File: config.mk
export PLATFORM = sky130hd
export DESIGN_NAME = muldiv_hilo_flat
export DESIGN_NICKNAME = d
export VERILOG_FILES = /design/src/rtl/muldiv_hilo_if.sv /design/src/rtl/muldiv_hilo.sv /design/src/flat_wrapper.sv
export SDC_FILE = /design/constraint.sdc
export NUM_CORES = 1
export LEC_CHECK = 0
export ABC_CLOCK_PERIOD_IN_PS = 4100
export CELL_PAD_IN_SITES_DETAIL_PLACEMENT = 0
export CELL_PAD_IN_SITES_GLOBAL_PLACEMENT = 2
export CORE_UTILIZATION = 35
export DETAILED_ROUTE_END_ITERATION = 6
export PLACE_DENSITY_LB_ADDON = 0.1
export SKIP_CTS_REPAIR_TIMING = 1
export SLEW_MARGIN = 25
export SYNTH_ARGS = -nofsm -noshare
export SYNTH_HDL_FRONTEND = slang
export SYNTH_SLANG_ARGS = --single-unit
File: constraint.sdc
create_clock -name clk -period 4.1 [get_ports clk]
set_input_delay 0.82 -clock clk [delete_from_list [all_inputs] [get_ports clk]]
set_output_delay 0.82 -clock clk [all_outputs]
set_load 0.05 [all_outputs]
File: src/rtl/muldiv_hilo_if.sv
// Request/response bundle between the EX stage and the multiply/divide unit.
// The pipeline side is the master; the unit itself is the slave.
interface muldiv_hilo_if #(
    parameter int unsigned WIDTH = 32
);
    logic             start;
    logic [1:0]       op;
    logic [WIDTH-1:0] a;
    logic [WIDTH-1:0] b;
    logic             cancel;
    logic             mthi;
    logic             mtlo;
    logic [WIDTH-1:0] wdata;
    logic             busy;
    logic             done;
    logic             div_by_zero;
    logic [WIDTH-1:0] hi;
    logic [WIDTH-1:0] lo;

    modport master (
        output start, op, a, b, cancel, mthi, mtlo, wdata,
        input  busy, done, div_by_zero, hi, lo
    );

    modport slave (
        input  start, op, a, b, cancel, mthi, mtlo, wdata,
        output busy, done, div_by_zero, hi, lo
    );
endinterface

File: src/rtl/muldiv_hilo.sv
// Iterative multiply/divide unit owning the architectural HI/LO registers.
// MULT/MULTU use shift-add, DIV/DIVU use restoring division, one bit per
// clock on magnitudes; a final cycle applies signs and writes HI/LO.
module muldiv_hilo #(
    parameter int unsigned WIDTH = 32,
    parameter int unsigned CNT_W = 5
) (
    input  logic           clk,
    input  logic           rst_n,
    muldiv_hilo_if.slave   mdu
);

    typedef enum logic [1:0] {
        ST_IDLE = 2'd0,
        ST_CALC = 2'd1,
        ST_FIX  = 2'd2
    } state_e;

    localparam int unsigned       W2       = 2 * WIDTH;
    localparam logic [CNT_W-1:0]  CNT_LAST = CNT_W'(WIDTH - 1);

    state_e            state_q, state_d;
    logic [CNT_W-1:0]  cnt_q,   cnt_d;
    logic [W2-1:0]     acc_q,   acc_d;
    logic [WIDTH-1:0]  a_mag_q, a_mag_d;
    logic [WIDTH-1:0]  b_mag_q, b_mag_d;
    logic [1:0]        op_q,    op_d;
    logic              neg_a_q, neg_a_d;
    logic              neg_b_q, neg_b_d;
    logic              bzero_q, bzero_d;
    logic [WIDTH-1:0]  hi_q,    hi_d;
    logic [WIDTH-1:0]  lo_q,    lo_d;
    logic              done_q,  done_d;
    logic              dbz_q,   dbz_d;

    // Operand conditioning at launch: negative operands of signed ops become
    // magnitudes; the sign flags are zero for unsigned ops, so the FIX cycle
    // never needs to look at op[0] again.
    logic              a_neg_in, b_neg_in;
    logic [WIDTH-1:0]  a_mag_in, b_mag_in;

    always_comb begin
        a_neg_in = ~mdu.op[0] & mdu.a[WIDTH-1];
        b_neg_in = ~mdu.op[0] & mdu.b[WIDTH-1];
        a_mag_in = a_neg_in ? -mdu.a : mdu.a;
        b_mag_in = b_neg_in ? -mdu.b : mdu.b;
    end

    // One iteration step for each algorithm, computed from the accumulator.
    // Multiply: acc = {partial product, remaining multiplier bits}.
    // Divide:   acc = {partial remainder, remaining dividend / quotient bits}.
    logic [WIDTH:0]  mul_sum;
    logic [W2-1:0]   mul_next;
    logic [WIDTH:0]  div_trial;
    logic [W2-1:0]   div_next;

    always_comb begin
        mul_sum   = {1'b0, acc_q[W2-1:WIDTH]} + {1'b0, a_mag_q};
        mul_next  = acc_q[0] ? {mul_sum, acc_q[WIDTH-1:1]}
                             : {1'b0, acc_q[W2-1:WIDTH], acc_q[WIDTH-1:1]};
        div_trial = {acc_q[W2-1:WIDTH], acc_q[WIDTH-1]} - {1'b0, b_mag_q};
        div_next  = div_trial[WIDTH] ? {acc_q[W2-2:0], 1'b0}
                                     : {div_trial[WIDTH-1:0], acc_q[WIDTH-2:0], 1'b1};
    end

    // Sign fix-up of the finished magnitudes, and the forced divide-by-zero result.
    logic [W2-1:0]     prod_fix;
    logic [WIDTH-1:0]  quo_fix, rem_fix, a_orig;

    always_comb begin
        prod_fix = (neg_a_q ^ neg_b_q) ? -acc_q : acc_q;
        quo_fix  = (neg_a_q ^ neg_b_q) ? -acc_q[WIDTH-1:0] : acc_q[WIDTH-1:0];
        rem_fix  = neg_a_q ? -acc_q[W2-1:WIDTH] : acc_q[W2-1:WIDTH];
        a_orig   = neg_a_q ? -a_mag_q : a_mag_q;
    end

    // Next-state and register-update logic for the IDLE/CALC/FIX sequence.
    always_comb begin
        state_d = state_q;
        cnt_d   = cnt_q;
        acc_d   = acc_q;
        a_mag_d = a_mag_q;
        b_mag_d = b_mag_q;
        op_d    = op_q;
        neg_a_d = neg_a_q;
        neg_b_d = neg_b_q;
        bzero_d = bzero_q;
        hi_d    = hi_q;
        lo_d    = lo_q;
        done_d  = 1'b0;
        dbz_d   = dbz_q;

        unique case (state_q)
            ST_IDLE: begin
                if (mdu.mthi) hi_d = mdu.wdata;
                if (mdu.mtlo) lo_d = mdu.wdata;
                if (mdu.start && !mdu.cancel) begin
                    a_mag_d = a_mag_in;
                    b_mag_d = b_mag_in;
                    neg_a_d = a_neg_in;
                    neg_b_d = b_neg_in;
                    op_d    = mdu.op;
                    bzero_d = (mdu.b == '0);
                    cnt_d   = '0;
                    acc_d   = mdu.op[1] ? {{WIDTH{1'b0}}, a_mag_in}
                                        : {{WIDTH{1'b0}}, b_mag_in};
                    state_d = ST_CALC;
                end
            end

            ST_CALC: begin
                if (mdu.cancel) begin
                    state_d = ST_IDLE;
                end else begin
                    acc_d = op_q[1] ? div_next : mul_next;
                    cnt_d = cnt_q + CNT_W'(1);
                    if (cnt_q == CNT_LAST) state_d = ST_FIX;
                end
            end

            ST_FIX: begin
                state_d = ST_IDLE;
                if (!mdu.cancel) begin
                    done_d = 1'b1;
                    if (!op_q[1]) begin
                        hi_d = prod_fix[W2-1:WIDTH];
                        lo_d = prod_fix[WIDTH-1:0];
                    end else begin
                        dbz_d = bzero_q;
                        if (bzero_q) begin
                            hi_d = a_orig;
                            lo_d = '1;
                        end else begin
                            hi_d = rem_fix;
                            lo_d = quo_fix;
                        end
                    end
                end
            end

            default: state_d = ST_IDLE;
        endcase
    end

    // State and datapath registers with asynchronous clear.
    always_ff @(posedge clk or negedge rst_n) begin
        if (!rst_n) begin
            state_q <= ST_IDLE;
            cnt_q   <= '0;
            acc_q   <= '0;
            a_mag_q <= '0;
            b_mag_q <= '0;
            op_q    <= '0;
            neg_a_q <= 1'b0;
            neg_b_q <= 1'b0;
            bzero_q <= 1'b0;
            hi_q    <= '0;
            lo_q    <= '0;
            done_q  <= 1'b0;
            dbz_q   <= 1'b0;
        end else begin
            state_q <= state_d;
            cnt_q   <= cnt_d;
            acc_q   <= acc_d;
            a_mag_q <= a_mag_d;
            b_mag_q <= b_mag_d;
            op_q    <= op_d;
            neg_a_q <= neg_a_d;
            neg_b_q <= neg_b_d;
            bzero_q <= bzero_d;
            hi_q    <= hi_d;
            lo_q    <= lo_d;
            done_q  <= done_d;
            dbz_q   <= dbz_d;
        end
    end

    assign mdu.busy        = (state_q != ST_IDLE);
    assign mdu.done        = done_q;
    assign mdu.div_by_zero = dbz_q;
    assign mdu.hi          = hi_q;
    assign mdu.lo          = lo_q;

endmodule
File: src/flat_wrapper.sv
// flat-port wrapper written by rule: the top's interface ports become plain ports
module muldiv_hilo_flat 
#(
    parameter int unsigned WIDTH = 32,
    parameter int unsigned CNT_W = 5
)
  (clk, rst_n, mdu_start, mdu_op, mdu_a, mdu_b, mdu_cancel, mdu_mthi, mdu_mtlo, mdu_wdata, mdu_busy, mdu_done, mdu_div_by_zero, mdu_hi, mdu_lo);
  muldiv_hilo_if #(.WIDTH(WIDTH)) mdu_i ();
  input  logic clk;
  input  logic rst_n;
  input wire logic [$bits(mdu_i.start)-1:0] mdu_start;
  input wire logic [$bits(mdu_i.op)-1:0] mdu_op;
  input wire logic [$bits(mdu_i.a)-1:0] mdu_a;
  input wire logic [$bits(mdu_i.b)-1:0] mdu_b;
  input wire logic [$bits(mdu_i.cancel)-1:0] mdu_cancel;
  input wire logic [$bits(mdu_i.mthi)-1:0] mdu_mthi;
  input wire logic [$bits(mdu_i.mtlo)-1:0] mdu_mtlo;
  input wire logic [$bits(mdu_i.wdata)-1:0] mdu_wdata;
  output wire logic [$bits(mdu_i.busy)-1:0] mdu_busy;
  output wire logic [$bits(mdu_i.done)-1:0] mdu_done;
  output wire logic [$bits(mdu_i.div_by_zero)-1:0] mdu_div_by_zero;
  output wire logic [$bits(mdu_i.hi)-1:0] mdu_hi;
  output wire logic [$bits(mdu_i.lo)-1:0] mdu_lo;
  assign mdu_i.start = mdu_start;
  assign mdu_i.op = mdu_op;
  assign mdu_i.a = mdu_a;
  assign mdu_i.b = mdu_b;
  assign mdu_i.cancel = mdu_cancel;
  assign mdu_i.mthi = mdu_mthi;
  assign mdu_i.mtlo = mdu_mtlo;
  assign mdu_i.wdata = mdu_wdata;
  assign mdu_busy = mdu_i.busy;
  assign mdu_done = mdu_i.done;
  assign mdu_div_by_zero = mdu_i.div_by_zero;
  assign mdu_hi = mdu_i.hi;
  assign mdu_lo = mdu_i.lo;
  muldiv_hilo #(.WIDTH(WIDTH), .CNT_W(CNT_W)) u_core (.clk(clk), .rst_n(rst_n), .mdu(mdu_i));
endmodule
==> run_results.csv <==
group,metric,value,unit
status,status,"finished, final reports clean",
synthesis,synth_ff_type,"dfrtp_1",
synthesis,yosysTopAreaCell,"dfrtp_1",
synthesis,syn-num-nets,2475,
worst_setup_path,path_buf_inv,3,
synthesis,yosysWarnings,0,
worst_setup_path,critPathTopFamily,"compound AO/OA/AOI/OAI gates",
finish,final_cell_mix,"268 x nand2_1, 247 x o21ai_0, 202 x dfrtp_1",
sta,tightest_slew,1.046,ns
clock_tree,root_buffer,"clkbuf_16",
sta,setup_slack,0.3507,ns
hold_path,holdCritPathClass,"in -> async",
floorplan,core,0.05038,sq mm
clock_tree,cts_tree,"done",
place,dp.cells,3100,
finish,fin_cells,3147,
worst_setup_path,cp_slowest_cell,"o31ai_1",
worst_setup_path,path_cells,"inv_1, ha_1, o21ai_0, nor2_1, nor4_1, o31ai_1, o41ai_1, a41o_1, buf_4, buf_4, or4_1, a31oi_1, a22o_1",
grt,grt_max_degree,147,
sta,period_needed,3.749,ns
sta,final.period_utilization,91.45,%
grt,antenna_found_initial,4,
drt,vias,18290,
place,place_congestion,0.9079,
drt,detail-route-antenna-nets,0,
worst_setup_path,worstSetupPathType,"reg -> reg",
grt,grt_usage,29.66,%
sta,relSlewSlack,29.90,%
worst_setup_path,crit_fanout,11,
sta,hold_slack,0.2731,ns
drt,viasPerCell,5.811,
synthesis,yosys-top-cells-area,"dfrtp_1 29%, o21ai_0 6.9%, nand2_1 5.6%",
power,max-vdd-ir-drop,0.3490,mV
sta,max_freq,0.2667,GHz
worst_setup_path,cpMostUsedCell,"buf_4",
sta,rsz0062_at_grt,"no",
synthesis,synth_cell_types,82,
clock_tree,clockBufferDepth,3,
finish,multi_input_comb_area,0.01190,sq mm
clock_tree,cts_made_buffers,27,
drt,drt-total-wl,78830,um
run,cap_violations,0,
drt,drt_iter0_drc,1347,
worst_setup_path,worstSetupEndpointType,"flop",
grt,gr-total-overflow,0,
sta,finClkSkew,0.02485,ns
power,p_per_area,669.8,mW/mm^2
worst_setup_path,critical_path.max_stage_delay,0.73,ns
synthesis,synthCells,2298,
place,placedInstanceArea,0.02090,sq mm
finish,antennaDiodeCount,0,
sta,fin_setup_tns,0,ns
clock_tree,cts.sinks,205,
floorplan,die_h,228.3,um
finish,mostFrequentLayoutCell,"nand2_1",
sta,finalSetupViolCount,0,
clock_tree,htreeDepth,1,
synthesis,synth.top_cell.area_share,28.62,%
synthesis,synth_edf_count,0,
place,hpwl,63000,um
finish,fin_nets,2634,
sta,slew_viol_final,0,
floorplan,die_area,0.05212,sq mm
drt,drc_errors,0,
floorplan,ios,171,
place,portBuffers,170,
sta,hold_violations,0,
synthesis,postSynth.asyncResetShare,100.0,%
finish,drive_gt1_share,9.414,%
power,p_leak,0.008988,uW
drt,first_pass_iters,5,
synthesis,yosysSeqAreaShare,28.62,%
floorplan,die_w,228.3,um
synthesis,ys_ff_latch,205,
finish,final_area,0.02182,sq mm
synthesis,syn_area,0.01792,sq mm
floorplan,row_count,82,
worst_setup_path,worstPathRequired,4.58,ns
floorplan,initial_core_util,35.58,%
synthesis,syn_avg_cell_area,7.800,sq um
clock_tree,clkLatencyLatePin,0.57,ns
worst_setup_path,start_kind,"flop",
clock_tree,path_clk_slew,0.06,ns
place,place_ws,0.08663,ns
grt,grt_pass1_wl,116700,um
drt,routedWlPerCell,25.05,um
finish,area_growth,21.72,%
worst_setup_path,critPathArrivalTime,4.23,ns
finish,seq_area,0.005136,sq mm
grt,grt_pass1_vias,18160,
finish,fillers,5143,
-- logic make-up (layout without fill, tap and decap cells) --
| logic type | after synthesis | after routing | synth area share (%) |
|---|---|---|---|
| flip-flops | 205 | 205 | 28.62 |
| AND/OR/NAND/NOR | 698 | 698 | 18.30 |
| multiplexers | 86 | 86 | 4.970 |
| buffers and inverters | 243 | 420 | 5.243 |
| adder cells (fa/ha/maj) | 73 | 73 | 5.180 |
| XOR/XNOR | 197 | 197 | 9.627 |
| AO/OA/AOI/OAI | 796 | 796 | 28.06 |
-- final timing paths --
kind	slack (ns)	startpoint	cells after the start	end
max in group asynchronous	2.95	rst_n	2	u_core.mdu.hi[5]$_DFFE_PN0P_
min in group clk	0.48	u_core.b_mag_q[28]$_DFFE_PN0P_	2	u_core.b_mag_q[28]$_DFFE_PN0P_
worst max-delay path	0.35	u_core.b_mag_q[27]$_DFFE_PN0P_	13	u_core.acc_q[35]$_DFFE_PN0P_
worst min register to register	0.48	u_core.b_mag_q[28]$_DFFE_PN0P_	2	u_core.b_mag_q[28]$_DFFE_PN0P_
worst min-delay path	0.27	rst_n	1	u_core.acc_q[63]$_DFFE_PN0P_
worst max register to register	0.35	u_core.b_mag_q[27]$_DFFE_PN0P_	13	u_core.acc_q[35]$_DFFE_PN0P_
-- stage by stage --
| stage | util [%] | power, uW |
|---|---|---|
| floorplan | - | 8882 |
| global placement | 41.49 | 12020 |
| detailed placement | 41.49 | 12050 |
| CTS | 43.31 | 14610 |
| global route | 43.31 | 15550 |
| finish | 43.31 | 14610 |
-- Yosys cell counts, drive strengths merged (33+ instances only) --
cell type,number
xor2,85
a21o,37
o22ai,42
nor3,52
nor2,165
a21oi,192
o211ai,34
clkbuf,145
dfrtp,205
nand2,269
mux2i,71
ha,71
a211oi,35
xnor2,112
o21ai,250
nand3,33
inv,70
-- power by group --
part | switching, uW | internal, uW | total, uW | leakage, uW
clock | 990 | 1520 | 2510 | 0.000447
sequential | 726 | 2500 | 3220 | 0.00252
combinational | 5440 | 3440 | 8880 | 0.00602
total | 7150 | 7460 | 14600 | 0.00899
-- registers in the layout, summed over array words and instances, names as in the netlist --
| name | cells |
|---|---|
| u_core.mdu.done | 1 |
| u_core.op_q | 1 |
| u_core.cnt_q | 5 |
| u_core.bzero_q | 1 |
| u_core.mdu.lo | 32 |
| u_core.neg_b_q | 1 |
| u_core.mdu.div_by_zero | 1 |
| u_core.b_mag_q | 32 |
| u_core.mdu.hi | 32 |
| u_core.state_q | 2 |
| u_core.acc_q | 64 |
| u_core.neg_a_q | 1 |
| u_core.a_mag_q | 32 |
-- layer usage --
layer  vias to the layer above  share of wire [%]  track usage [%]
met5                         -                  0                0
met4                         0                2.7            8.347
met3                        96                5.1            3.655
met2                       509                 47            49.06
met1                      8977                 45            40.52
li1                       8704                  -                -
-- final cells by class --
type	count	area share, %
flip-flops and latches	205	23.54
multi-input cells	1850	54.54
clock inverters	12	0.7742
inverters	73	1.256
repair buffers	300	12.62
clock buffers	35	3.418
well taps	672	3.854
No activity file was read; power rests on OpenSTA's default activity.
